<file path="src/rtl/compare_4bit_pkg.sv">
// Shared constants for the registered 4-bit magnitude comparator.
// Holds the operand width and the default match-counter width.
package compare_4bit_pkg;

    localparam int OP_W          = 4;
    localparam int CNT_W_DEFAULT = 8;

endpackage

</file>
<file path="src/rtl/compare_4bit_core.sv">
// Purely combinational unsigned 4-bit comparator.
// Exactly one of eq/gt/lt is high for any fully known input pair.
module cmp4_core
    import compare_4bit_pkg::*;
(
    input  logic [OP_W-1:0] a,
    input  logic [OP_W-1:0] b,
    output logic            eq,
    output logic            gt,
    output logic            lt
);

    // Operands are declared unsigned, so 4'hF compares greater than 4'h0.
    assign eq = (a == b);
    assign gt = (a > b);
    assign lt = (a < b);

endmodule

</file>
<file path="src/rtl/compare_4bit.sv">
// Registered comparator top: one-cycle-latency flags, an equal rising-edge
// pulse and a saturating count of equal samples.
module compare_4bit
    import compare_4bit_pkg::*;
#(
    parameter int CNT_W = CNT_W_DEFAULT
) (
    input  logic             clk,
    input  logic             rst,
    input  logic [OP_W-1:0]  A,
    input  logic [OP_W-1:0]  B,
    output logic             equal,
    output logic             a_gt_b,
    output logic             a_lt_b,
    output logic             eq_rise,
    output logic [CNT_W-1:0] match_cnt
);

    localparam logic [CNT_W-1:0] CNT_MAX = '1;

    logic eq_c;
    logic gt_c;
    logic lt_c;

    cmp4_core u_core (
        .a  (A),
        .b  (B),
        .eq (eq_c),
        .gt (gt_c),
        .lt (lt_c)
    );

    // NOTE: non-blocking assignments let eq_rise read the previous equal value
    // in the same edge that equal is being updated.
    always_ff @(posedge clk) begin
        if (rst) begin
            equal     <= 1'b0;
            a_gt_b    <= 1'b0;
            a_lt_b    <= 1'b0;
            eq_rise   <= 1'b0;
            match_cnt <= '0;
        end else begin
            equal   <= eq_c;
            a_gt_b  <= gt_c;
            a_lt_b  <= lt_c;
            eq_rise <= eq_c & ~equal;
            // Hold at all-ones instead of wrapping back to zero.
            if (eq_c && (match_cnt != CNT_MAX)) begin
                match_cnt <= match_cnt + 1'b1;
            end
        end
    end

endmodule

</file>
<file path="config.mk">
export PLATFORM = sky130hd
export DESIGN_NAME = compare_4bit
export DESIGN_NICKNAME = d
export VERILOG_FILES = /design/src/rtl/compare_4bit_pkg.sv /design/src/rtl/compare_4bit_core.sv /design/src/rtl/compare_4bit.sv
export SDC_FILE = /design/constraint.sdc
export NUM_CORES = 1
export LEC_CHECK = 0
export CAP_MARGIN = 30
export CORE_MARGIN = 2
export CORE_UTILIZATION = 42
export CTS_CLUSTER_SIZE = 24
export DETAILED_ROUTE_END_ITERATION = 16
export PLACE_DENSITY = 0.84
export SYNTH_ARGS = -nofsm -noshare
export SYNTH_HDL_FRONTEND = slang
export SYNTH_SLANG_ARGS = --single-unit
</file>
<file path="constraint.sdc">
create_clock -name clk -period 1.8 [get_ports clk]
set_clock_uncertainty 0.1 [all_clocks]
set_input_delay 0.27 -clock clk [delete_from_list [all_inputs] [get_ports clk]]
set_output_delay 0.27 -clock clk [all_outputs]
set_load 0.005 [all_outputs]
</file>
# --- Yosys cells after proc, flatten, opt, wreduce, memory -nomap -nowiden ---
# Index checks and enable logic that the tools add are counted.
word_totals:
  ff_bits: 12
  out_inout_bits: 12
  wordCells: 13
classes:
  n_reduce_logical: 1
  eq_ne: 2
  bitwise: 2
  add_sub_neg: 1
  order_cmp: 2
op_table:
  columns: ["op", "count"]
  rows:
  - ["8-bit by 1-bit adder with 8-bit output, second input constant", 1]
  - ["8-bit inequality test, second input constant", 1]
  - ["4-bit equality test", 1]
  - ["4-bit > comparator", 1]
  - ["4-bit < comparator", 1]
  - ["1-bit bitwise AND", 1]
  - ["1-bit logical AND", 1]
  - ["1-bit NOT", 1]

# --- Longest topological paths before layout ---
# Gate-level depths: netlist (run 1).
logic_depth:
  ltp_word: 2
  mapped_depth: 7
  ltp_nobuf: 6

# --- Modules after synthesis ---
# From an unflattened synthesis (run 1), not the netlist that was laid out.
unflattened:
  hier_cells: 68
  hier_area_um2: 680.7
by_module_without_submodules:
  columns: ["mod", "seq_area_each_um2", "cells_each", "area_per_inst_um2", "n_inst"]
  rows:
  - ["compare_4bit", 240.2, 52, 551.8, 1]
  - ["cmp4_core", 0.0, 16, 128.9, 1]

# --- Worst setup path after synthesis (run 1) ---
# OpenSTA, ideal clock, no wires.
synth_timing:
  kind: "input to register"
  from: "input B[2]"
  to: "register match_cnt[5]"
  setup_ns: 0.071
  path_buffers: 1
  arrival_time_ns: 1.392
  setup_slack_ns: 0.238
  required_ns: 1.629
  path_stages: 7
  cell_sequence: "inv_1 ha_1 and4_1 buf_6 o211ai_4 or3_1 a21oi_1"
synth_between:
  elab_chain_len: 2
synth_lines:
  columns: ["element", "line", "rtl"]
  rows:
  - ["start: declaration", "compare_4bit.sv:11", "input logic [OP_W-1:0] B,"]
  - ["4-bit equality test", "compare_4bit_core.sv:14", "assign eq = (a == b);"]
  - ["1-bit logical AND", "compare_4bit.sv:48", "if (eq_c && (match_cnt != CNT_MAX)) begin"]
  - ["end signal: assignment", "compare_4bit.sv:49", "match_cnt <= match_cnt + 1'b1;"]
  - ["end: declaration", "compare_4bit.sv:16", "output logic [CNT_W-1:0] match_cnt"]
# No other way between the ends.
# A chain may end at the register's enable or synchronous reset.

# --- Final worst setup path (run 1) ---
layout_timing:
  from: "input A[0]"
  to: "register match_cnt[5]"
layout_between:
  elab_chain_len: 2
layout_lines:
  columns: ["element", "line", "rtl"]
  rows:
  - ["start: declaration", "compare_4bit.sv:10", "input logic [OP_W-1:0] A,"]
  - ["4-bit equality test", "compare_4bit_core.sv:14", null]
  - ["1-bit logical AND", "compare_4bit.sv:48", null]
# No other way between the ends.

==> results of run 1 <==
## logic make-up after synthesis
kind of cell | count (synthesis) | synth area share
DFF | 12 | 0.398
xor gates and xnor gates | 4 | 0.0581
AOI/OAI and AO/OA | 12 | 0.156
buffers and inverters | 8 | 0.0622
muxes | 1 | 0.0166
and+or+nand+nor | 21 | 0.205
adders and majority gates | 5 | 0.104
## power breakdown
part           total (W)  internal, W  switching [W]  leakage (nW)
clock           0.000154    0.0000773      0.0000763        0.0138
sequential      0.000276     0.000273     0.00000310        0.0973
combinational   0.000101    0.0000631      0.0000380         0.252
## layout make-up
cell class,count,share of cell area
Inverter,6,0.0239
Sequential cell,12,0.255
Tap cell,15,0.0199
Clock buffer,3,0.0239
Multi-Input combinational cell,43,0.402
Timing Repair Buffer,27,0.275
## through the flow
step / hold slack (ns) / cells / instance area (sq um) / worst slack (ns)
final: 0.329 / 106 / 942 / 0.0372
after global routing: 0.355 / 106 / 942 / -0.0133
after CTS: 0.337 / 106 / 891 / 0.0177
after detailed placement: 0.323 / 103 / 862 / -0.329
after global placement: 0.307 / 103 / 862 / -0.272
after floorplan: 0.243 / 63 / 603 / 0.238
## cell usage in the layout (no fill, tap or decap)
cell type	instances
buf_4	5
o21ai_2	1
clkdlybuf4s50_1	21
buf_6	1
o21ai_0	1
inv_2	3
a21boi_0	1
nor3_1	2
ha_4	3
and4_4	1
or3_1	1
a21oi_1	1
o211ai_1	2
nor2b_1	1
a211oi_2	1
clkbuf_4	3
ha_1	2
nand4_1	2
nand4_2	1
nor2_1	7
a211oi_1	2
inv_1	3
o21a_1	1
nor3b_2	2
nand3_1	1
o21ai_1	1
o211ai_4	1
and3_1	2
nand2_1	1
xor2_1	4
dfxtp_1	12
mux2i_1	1
## worst paths after layout
check,endpoint,depth (start not counted)
setup / recovery,match_cnt[5],7
hold / removal,eq_rise,1
setup reg to reg,match_cnt[3],6
hold reg to reg,eq_rise,1
## registers in the layout (all words and copies together) (netlist names)
signal and flops:
a_gt_b 1, equal 1, match_cnt 8, eq_rise 1
a_lt_b 1
## critical path, cell delays in order
cell and delay [ns]:
clkdlybuf4s50_1 0.45, inv_1 0.04, ha_1 0.30, and4_4 0.27, o211ai_4 0.09, or3_1 0.31
a21oi_1 0.13
## synth_stat cells (all sizes together)
| cell | count |
|---|---|
| nor2b | 1 |
| a21boi | 1 |
| a21oi | 1 |
| inv | 6 |
| nand2 | 1 |
| nor2 | 7 |
| and4 | 1 |
| o21ai | 3 |
| nand3 | 1 |
| o211ai | 3 |
| buf | 1 |
| xor2 | 4 |
| a211oi | 3 |
| and3 | 2 |
| ha | 5 |
| o21a | 1 |
| nor3b | 2 |
| or3 | 1 |
| clkbuf | 1 |
| dfxtp | 12 |
| nand4 | 3 |
| nor3 | 2 |
| mux2i | 1 |
## metal layers
| layer | up-vias | part of all wire | GRT usage | wire length (microns) |
|---|---|---|---|---|
| li1 | 279 | - | - | - |
| met1 | 271 | 0.43 | 0.200 | 585 |
| met2 | 17 | 0.51 | 0.291 | 697 |
| met3 | 2 | 0.062 | 0.0870 | 85 |
| met4 | 0 | 0.0051 | 0.0581 | 7 |
| met5 | - | 0 | 0 | 0 |
## repair_timing
item | in CTS | in global routing
setup endpoints to repair | 4 | 5
hold buffers | 0 | 0
gates resized for setup | 3 | 9
pin swaps | 1 | 3
==> results by group, run 1 <==
CTS
  • CTS tree: built
  • Clock Latency Late Sink: 0.27 ns
  • Root Driver: clkbuf_4
  • Max H-tree Level: 1
  • TritonCTS buffer count: 3
  • Clk buf depth: 2
  • Clock sink count: 12
  • Clock-pin slew on the worst setup and hold paths: 0.06 ns
  • Postcts setup bufs: 0

Yosys
  • Avg Cell Area, Syn: 9.57 sq um
  • Sequential area share after synthesis: 0.398
  • Post-synth cell types: 27
  • Syn Nets: 78
  • Yosys warns: 0
  • Synth Instances: 63
  • Top post-synthesis cells by area: dfxtp_1, ha_1, xor2_1, nor2_1, a211oi_1
  • Synth Register Bits: 12
  • Area of the mapped netlist: 603 sq um
  • Leading area contributor after synthesis: dfxtp_1
  • Synth top area share: 0.398

Power
  • Power Total: 0.000530 W
  • Pwr dens: 563 nW/um^2
  • VDD IR max: 0.000324 V
  • Leakage power total: 0.363 nW

Worst setup path
  • Crit path launch type: primary input
  • Reg2reg setup slack: 0.18 ns
  • Crit path DAT: 1.86 ns
  • Reg-to-Reg Start: match_cnt[0]
  • Setup crit end kind: flop
  • Crit path max fanout: 4
  • Worst setup path class: in2reg
  • Critical Path Start: A[0]
  • Worst Path Required: 1.90 ns

Cells and area
  • Register area: 240 sq um
  • Multi-input logic area: 379 sq um
  • Nets: 108
  • Antenna fix cells: 0
  • Area Growth Syn to Fin: 56.2%
  • Layout cells sized above 1: 0.242
  • Fillers: 105
  • Final Core Density: 0.715

Global routing
  • Total track usage: 0.177
  • Congestion Overflow GR: 0
  • First-pass GRT wire length: 2.35 mm
  • Vias in the first global route: 532
  • Initial antenna violation count: 0
  • Largest net degree at the start of global routing: 13

Floorplanning
  • Starting Density: 0.458
  • Die height: 41.9 microns
  • Die Span X: 41.9 microns
  • I/O pin count: 22
  • Die area: 1760 sq um
  • Site Rows: 13
  • Core Area: 1320 sq um

Route
  • Number of routed nets with antenna violations: 0
  • DRT iter0 DRCs: 13
  • Routed wire length: 1.38 mm
  • TritonRoute pass-1 iters: 4
  • Vias per std cell: 5.37
  • Drt wl/cell: 13.0 microns
  • Drt drc: 0
  • DR vias: 569

Timing
  • Setup TNS: 0 ns
  • Worst slew pin tran: 0.485 ns
  • Slew HR: 0.676
  • Final Hold Fails: 0
  • Max Slew Vio Count: 0
  • Crit path time final: 1.76 ns
  • Final cycle utilization of the critical path: 0.979
  • Peak Freq: 567 MHz
  • Setup Viol. Count Final: 0

Placement
  • IO Port Bufs: 21
  • Post-DP HPWL: 990 microns
  • GP Congestion: 0.782

Outcome
  • Status: completed

Run
  • Max Cap Viol: 0

Worst hold path
  • Hold wc startpoint: equal
  • Path type of the worst min-delay path: reg2reg
(Power assumes the default switching activity.)
==> run 2, diff against run 1 <==
Clock period 1.8 ns to 1.94 ns, I/O delays scaled along.
==> run 2 against run 1 <==
Design area fell by 6.0%. Worst setup slack improved by 0.047 ns. Highest routed layer unchanged. Critical path type unchanged. First-iteration DRC count fell by 23%. Critical path depth is 1 higher. Hold slack better by 0.0017 ns. Combinational power down 22%. Flip-flop and latch count did not move.
==> results by group, run 2 (same netlist as run 1, synthesis figures left out) <==
Floorplanning
  • Starting Density: 0.458
  • Site Rows: 13
  • Die height: 41.9 microns
  • Die area: 1760 sq um
  • Core Area: 1320 sq um
  • Die Span X: 41.9 microns
  • I/O pin count: 22

Worst hold path
  • Path type of the worst min-delay path: reg2reg
  • Hold wc startpoint: equal

Cells and area
  • Area Growth Syn to Fin: 46.9%
  • Post-Layout Cell Count: 106
  • Largest Register: match_cnt
  • Commonest non-fill, non-tap cells in the layout: clkdlybuf4s50_1, dfxtp_1, nor2_1
  • Final instance area: 886 sq um
  • Fillers: 107
  • Final Core Density: 0.672
  • Nets: 108
  • Layout cells sized above 1: 0.143
  • Most common cell after layout, fill and taps aside: clkdlybuf4s50_1
  • Max reg flops: 8
  • Antenna fix cells: 0

Route
  • DRT iter0 DRCs: 10
  • Number of routed nets with antenna violations: 0
  • TritonRoute pass-1 iters: 4
  • DR vias: 547
  • Drt drc: 0
  • Routed wire length: 1.19 mm
  • Drt wl/cell: 11.3 microns
  • Vias per std cell: 5.16

Worst setup path
  • Critical Path Start: A[0]
  • Slowest CP cell: clkdlybuf4s50_1
  • Crit path launch type: primary input
  • Worst Path Required: 1.98 ns
  • Crit path DAT: 1.89 ns
  • Crit path max fanout: 4
  • CP Cell Sequence: clkdlybuf4s50_1 > inv_1 > ha_1 > and4_2 > buf_4 > o21ai_1 > mux2i_1 > nor2_1
  • Reg-to-Reg Start: match_cnt[0]
  • Setup crit end kind: flop
  • Critical Path Max Stage Delay: 0.45 ns
  • Worst setup path class: in2reg

CTS
  • TritonCTS buffer count: 3
  • CTS tree: built
  • Clock sink count: 12
  • Max H-tree Level: 1
  • Clk buf depth: 2
  • Clock-pin slew on the worst setup and hold paths: 0.06 ns
  • Clock Latency Late Sink: 0.27 ns
  • Root Driver: clkbuf_4
  • Hold Buf Count CTS: 0

Power
  • Power Total: 0.000476 W
  • Leakage power total: 0.363 nW
  • Pwr dens: 537 nW/um^2
  • VDD IR max: 0.000301 V

Timing
  • Peak Freq: 539 MHz
  • Setup Viol. Count Final: 0
  • Slew HR: 0.716
  • Worst slew pin tran: 0.424 ns
  • Unrepaired setup endpoints after global routing: no
  • Crit path time final: 1.86 ns
  • Max Slew Vio Count: 0
  • Final Hold Fails: 0
  • Final cycle utilization of the critical path: 0.956

Placement
  • Post-DP HPWL: 990 microns
  • GP Congestion: 0.782
  • Placed inst area: 862 sq um
  • IO Port Bufs: 21
  • Placed Instances: 103

Run
  • Max Cap Viol: 0

Global routing
  • Largest net degree at the start of global routing: 13
  • Initial antenna violation count: 0
  • First-pass GRT wire length: 2.26 mm
  • Congestion Overflow GR: 0
  • Total track usage: 0.172
  • Vias in the first global route: 527

Outcome
  • Status: completed
-- run 2: final timing paths --
| check | to | slack [ns] | cells after the start |
|---|---|---|---|
| worst max-delay path | match_cnt[1] | 0.08 | 8 |
| worst min register to register | eq_rise | 0.33 | 1 |
| worst max register to register | match_cnt[3] | 0.35 | 6 |
| worst min-delay path | eq_rise | 0.33 | 1 |
-- run 2: report_power, final --
group | switching (W) | internal [W]
Sequential | 0.00000288 | 0.000253
Clock | 0.0000702 | 0.0000717
Combinational | 0.0000281 | 0.0000503
Total | 0.000101 | 0.000375
-- run 2: layout make-up --
type,instances,area (sq um),area share
clock buffers,3,22.5,0.0254
inverters,6,22.5,0.0254
multi-input cells,43,327,0.369
flip-flops and latches,12,240,0.271
well taps,15,18.8,0.0212
repair buffers,27,255,0.288
-- run 2: worst max-delay path: cells and delay by family --
family / cells / cell delay [ns]
AO/OA/AOI/OAI: 1 / 0.14
adder cells (fa/ha/maj): 1 / 0.30
buffers and inverters: 3 / 0.64
multiplexers: 1 / 0.21
AND/OR/NAND/NOR: 2 / 0.31
-- run 2: repair_timing --
item                                    4_1_cts  5_1_grt
gates resized for setup                       0        1
endpoints found under the setup margin        0        2
buffers inserted                              0        0
-- run 2: metal layers --
metal / vias up / global-route usage / share of wire
li1: 281 / - / -
met1: 248 / 0.195 / 0.46
met2: 16 / 0.281 / 0.47
met3: 2 / 0.0826 / 0.064
met4: 0 / 0.0581 / 0.0067
met5: - / 0 / 0
-- run 2: metrics by stage --
step           TNS (ns)  setup WS (ns)  hold slack [ns]
6_report              0         0.0846            0.330
5_1_grt               0         0.0137            0.355
4_1_cts               0         0.0664            0.337
3_5_place_dp      -1.25         -0.210            0.323
3_3_place_gp     -0.782         -0.153            0.307
2_1_floorplan         0          0.357            0.264
